File: src/rtl/cpu_types_pkg.sv
// Shared CPU types: data word, I-cache frame and I-cache FSM state.
// Frame tags are stored at the widest width any legal SETS value can need.
package cpu_types_pkg;

    typedef logic [31:0] word_t;

    localparam int ICACHE_SETS    = 16;
    localparam int ICACHE_IDX_W   = $clog2(ICACHE_SETS);
    localparam int ICACHE_TAG_W   = 30 - ICACHE_IDX_W;
    // SETS >= 2 leaves at most 29 tag bits; narrower tags are zero-padded
    localparam int ICACHE_TAG_MAX = 29;

    typedef logic [ICACHE_TAG_MAX-1:0] icache_tag_t;

    typedef struct packed {
        logic        valid;
        icache_tag_t tag;
        word_t       data;
    } icache_frame_t;

    typedef enum logic {
        IDLE,
        FETCH
    } icache_state_t;

    function automatic icache_tag_t icache_tag(word_t addr, int idx_w);
        word_t sh;
        sh = addr >> (idx_w + 2);
        return sh[ICACHE_TAG_MAX-1:0];
    endfunction

endpackage

File: src/rtl/icache_responder.sv
// Direct-mapped one-word-block instruction cache with blocking miss fill.
// Optional ICACHE_BYPASS_EN forwards fill data to the datapath in the fill cycle.
module icache_responder
    import cpu_types_pkg::*;
#(
    parameter int    SETS    = ICACHE_SETS,
    parameter word_t PC_INIT = '0
) (
    input  logic  CLK,
    input  logic  nRST,
    input  logic  imemREN,
    input  word_t imemaddr,
    output word_t imemload,
    output logic  ihit,
    output logic  iREN,
    output word_t iaddr,
    input  word_t iload,
    input  logic  iwait
);

    localparam int IDX = $clog2(SETS);

    icache_state_t state_q, state_d;
    word_t         miss_q, miss_d;
    icache_frame_t frames_q [SETS];

    logic [IDX-1:0] req_idx;
    logic [IDX-1:0] miss_idx;
    icache_frame_t  sel;
    logic           hit;
    logic           fill;

    assign req_idx  = imemaddr[IDX+1:2];
    assign miss_idx = miss_q[IDX+1:2];
    assign sel      = frames_q[req_idx];
    assign hit      = imemREN & sel.valid
                    & (sel.tag == icache_tag(imemaddr, IDX));

    // FSM state and latched miss address
    always_ff @(posedge CLK or negedge nRST) begin
        if (!nRST) begin
            state_q <= IDLE;
            miss_q  <= PC_INIT;
        end else begin
            state_q <= state_d;
            miss_q  <= miss_d;
        end
    end

    // Frame array: cleared on reset, written once per completed fill
    always_ff @(posedge CLK or negedge nRST) begin
        if (!nRST) begin
            for (int i = 0; i < SETS; i++) begin
                frames_q[i] <= '0;
            end
        end else if (fill) begin
            frames_q[miss_idx] <= '{
                valid: 1'b1,
                tag:   icache_tag(miss_q, IDX),
                data:  iload
            };
        end
    end

    // Next state, hit response and memory request
    always_comb begin
        state_d  = state_q;
        miss_d   = miss_q;
        ihit     = 1'b0;
        imemload = '0;
        iREN     = 1'b0;
        iaddr    = '0;
        fill     = 1'b0;
        unique case (state_q)
            IDLE: begin
                if (hit) begin
                    ihit     = 1'b1;
                    imemload = sel.data;
                end else if (imemREN) begin
                    miss_d  = imemaddr;
                    state_d = FETCH;
                end
            end
            FETCH: begin
                iREN  = 1'b1;
                iaddr = {miss_q[31:2], 2'b00};
                if (!iwait) begin
                    fill    = 1'b1;
                    state_d = IDLE;
`ifdef ICACHE_BYPASS_EN
                    if (imemREN && (imemaddr[31:2] == miss_q[31:2])) begin
                        ihit     = 1'b1;
                        imemload = iload;
                    end
`endif
                end
            end
            default: begin
                state_d = IDLE;
            end
        endcase
    end

endmodule
File: config.mk
export PLATFORM = sky130hd
export DESIGN_NAME = icache_responder
export DESIGN_NICKNAME = d
export VERILOG_FILES = /design/src/rtl/cpu_types_pkg.sv /design/src/rtl/icache_responder.sv
export SDC_FILE = /design/constraint.sdc
export NUM_CORES = 1
export LEC_CHECK = 0
export BUFFER_PORTS_ARGS = -buffer_cell sky130_fd_sc_hd__buf_2
export CORE_UTILIZATION = 30
export DETAILED_ROUTE_END_ITERATION = 7
export PLACE_DENSITY_LB_ADDON = 0.12
export SLEW_MARGIN = 20
export SYNTH_ARGS = -nofsm -noshare
export SYNTH_HDL_FRONTEND = slang
export SYNTH_SLANG_ARGS = --single-unit
File: constraint.sdc
create_clock -name CLK -period 5.8 [get_ports CLK]
set_input_delay 1.16 -clock CLK [delete_from_list [all_inputs] [get_ports CLK]]
set_output_delay 1.16 -clock CLK [all_outputs]
set_load 0.02 [all_outputs]
==> flow_summary.yaml <==
setup_path:
  slowest_delay_ns: 0.54
  arrival_ns: 4.39
  cp_max_fo: 33
  endpoint_kind: "output port"
  cpMostUsedCell: "buf_12"
  critical_path.startpoint_type: "primary input"
  path_delay_family: "simple AND/OR/NAND/NOR gates"
  critPathKind: "primary input to output port"
  critPathRequiredTime_ns: 4.64
  cp_cell_sequence: "buf_12, buf_12, mux4_2, mux2i_1, mux2i_1, xnor2_1, nand4_1, nor4_4, nand4b_1, buf_12, nor2b_1, buf_2"
  worst-path-buf-inv: 4
  worst_path_max_delay_cell: "mux4_2"
sta:
  slew_headroom_pct: 27.3
  hold_viol: 0
  setup_viol: 0
  finClkSkew_ns: 0.0700
  tns_ns: 0
  maxSlewViolCount: 0
  fin_crit_ns: 5.55
  worst_pin_slew_ns: 1.09
  rsz0062_at_grt: "no"
  period_share_pct: 95.7
  fmaxAchievable_mhz: 180
synth:
  synth_area_leader_cell: "dfrtp_1"
  yosys-top-cells-area: "dfrtp_1 55%, mux2_2 24%, mux4_2 14%"
  yosysUniqueCellTypes: 44
  synth_edf_count: 0
  syn_avg_cell_area_um2: 16.3
  synthXorXnorAreaFrac_pct: 0.635
  yosys.area_share.simple_pct: 2.04
  syn_area_mm2: 0.0441
  async_reset_ff_share_pct: 100
  synth_compound_area_share_pct: 0.604
  seq_area_frac_synth_pct: 55.3
  synth-seq-cells: 975
  synth_top_family_by_area: "multiplexers"
  synthMuxAreaShare_pct: 39.1
  synthCells: 2706
  synth_fa_ha_area_share_pct: 0
  ys_warn_count: 0
  ys.flop_type: "dfrtp_1"
  yosys.area.top_type_share_pct: 55.3
cts:
  post_cts_buffers: 0
  cts_root_buf: "clkbuf_16"
  clk_latency_ns: 0.74
  cts_max_path_buffers: 3
  cts_made_buffers: 112
  cts_tree: "done"
  clock-sinks: 975
  cts_max_level: 3
  path_clk_slew_ns: 0.06
route:
  drc: 0
  detail_route.wl_per_cell_um: 27.0
  via_count: 24447
  ant_nets: 0
  via_per_inst: 5.08
  first_pass_iters: 5
  wirelength_mm: 130
  drt_iter0_markers: 1183
cells_and_area:
  mostFrequentLayoutCell: "dfrtp_1"
  layout_common_cells: "974 x dfrtp_1, 936 x mux2_2, 266 x mux4_2"
  drive_above_1_share_pct: 57.4
  syn_to_final_growth_pct: 15.5
  finalInstanceArea_mm2: 0.0510
  fillers: 13837
  fin_nets: 2873
global_route:
  grt_antenna_before_repair: 14
  met3_usage_pct: 3.17
  grt_overflow: 0
  grt_usage_pct: 17.9
  grt_pass1_wl_mm: 195
  grt_pass1_vias: 28020
  grtUsageMet1_pct: 24.3
  grt_use_met2_pct: 29.3
  grt_max_degree: 145
  grt-busiest-layer: "met2"
placed_design:
  port_buffers: 129
  gp_congestion: 0.717
  dp_hpwl_mm: 74.5
  place_area_mm2: 0.0473
floorplanning:
  io_pins: 134
  die_y_um: 386
  dieArea_mm2: 0.149
  core_mm2: 0.146
  die_w_um: 386
  start_util_pct: 30.3
  fp-row-count: 140
min_path:
  hold_path.class: "primary input to async pin"
power:
  peakVddDrop_mv: 0.259
  power.leakage_nw: 22.8
  power.density_mw_per_mm2: 471
run:
  max_cap_violations: 0
run_status:
  status: "finished clean"
==> registers in the layout, summed over array words and instances (netlist names) <==
signal	count
frames_q	944
state_q	1
miss_q	30
==> metal layers <==
layer  vias up  part of all wire, %
met5         -                0.081
met4        16                  2.6
met3       197                  3.5
met2       378                   48
met1     13603                   46
li1      10253                    -
==> stage by stage <==
step	hold WS [ns]	power (mW)	utilization (%)	worst slack, ns	instances
floorplan	0.429	15.3	-	0.758	2707
global placement	0.444	16.7	32.5	0.0402	4608
detailed placement	0.452	17.2	32.5	0.0196	4608
CTS	0.447	24.4	35.0	0.0714	4805
global route	0.461	25.4	35.0	0.0856	4805
finish	0.460	24.0	35.0	0.250	4809
==> synth_stat cells (13+ instances only) <==
| library cell | number |
|---|---|
| dfrtp_1 | 975 |
| mux2_2 | 936 |
| mux4_2 | 266 |
| clkbuf_1 | 126 |
| buf_1 | 78 |
| nor2b_1 | 39 |
| mux2i_1 | 30 |
| and2_1 | 29 |
| mux2_4 | 29 |
| nand2_1 | 28 |
| xnor2_1 | 28 |
| buf_2 | 21 |
| nand2b_1 | 17 |
| o22ai_1 | 14 |
| nor2_1 | 13 |
==> worst paths after layout <==
kind,start,to,slack [ns],cells after the start
hold / removal,nRST,frames_q[428],0.46,1
hold reg to reg,frames_q[805],frames_q[805],0.47,1
max in group asynchronous,nRST,frames_q[937],3.91,2
setup reg to reg,state_q,frames_q[329],1.86,6
setup / recovery,imemaddr[2],imemload[21],0.25,12
min in group CLK,frames_q[805],frames_q[805],0.47,1
==> cell families after synthesis <==
group,count (synthesis)
AO/OA/AOI/OAI,33
XOR/XNOR,32
buffers and inverters,244
flip-flops,975
multiplexers,1261
other,1
AND/OR/NAND/NOR,160
==> final cells by class <==
| class | count | area [um2] | share of cell area (%) |
|---|---|---|---|
| sequential | 975 | 24400 | 47.9 |
| multi-input combinational | 1488 | 18800 | 37.0 |
| clock buffer | 171 | 3390 | 6.64 |
| tap | 1917 | 2400 | 4.70 |
| timing repair buffer | 222 | 1640 | 3.22 |
| clock inverter | 26 | 274 | 0.537 |
| inverter | 6 | 25.0 | 0.0491 |
| antenna | 4 | 10.0 | 0.0196 |
==> where the power goes <==
group / switching (mW) / internal, mW
Combinational: 1.98 / 3.76
Sequential: 1.59 / 9.68
Clock: 2.90 / 4.09
==> what timing repair did <==
item / CTS / global route
gates resized for setup: 1 / 2
hold buffers: 0 / 0
setup endpoints to repair: 3 / 5
pin swaps: 0 / 0
cloned: 0 / 0
(Power assumes the default switching activity.)
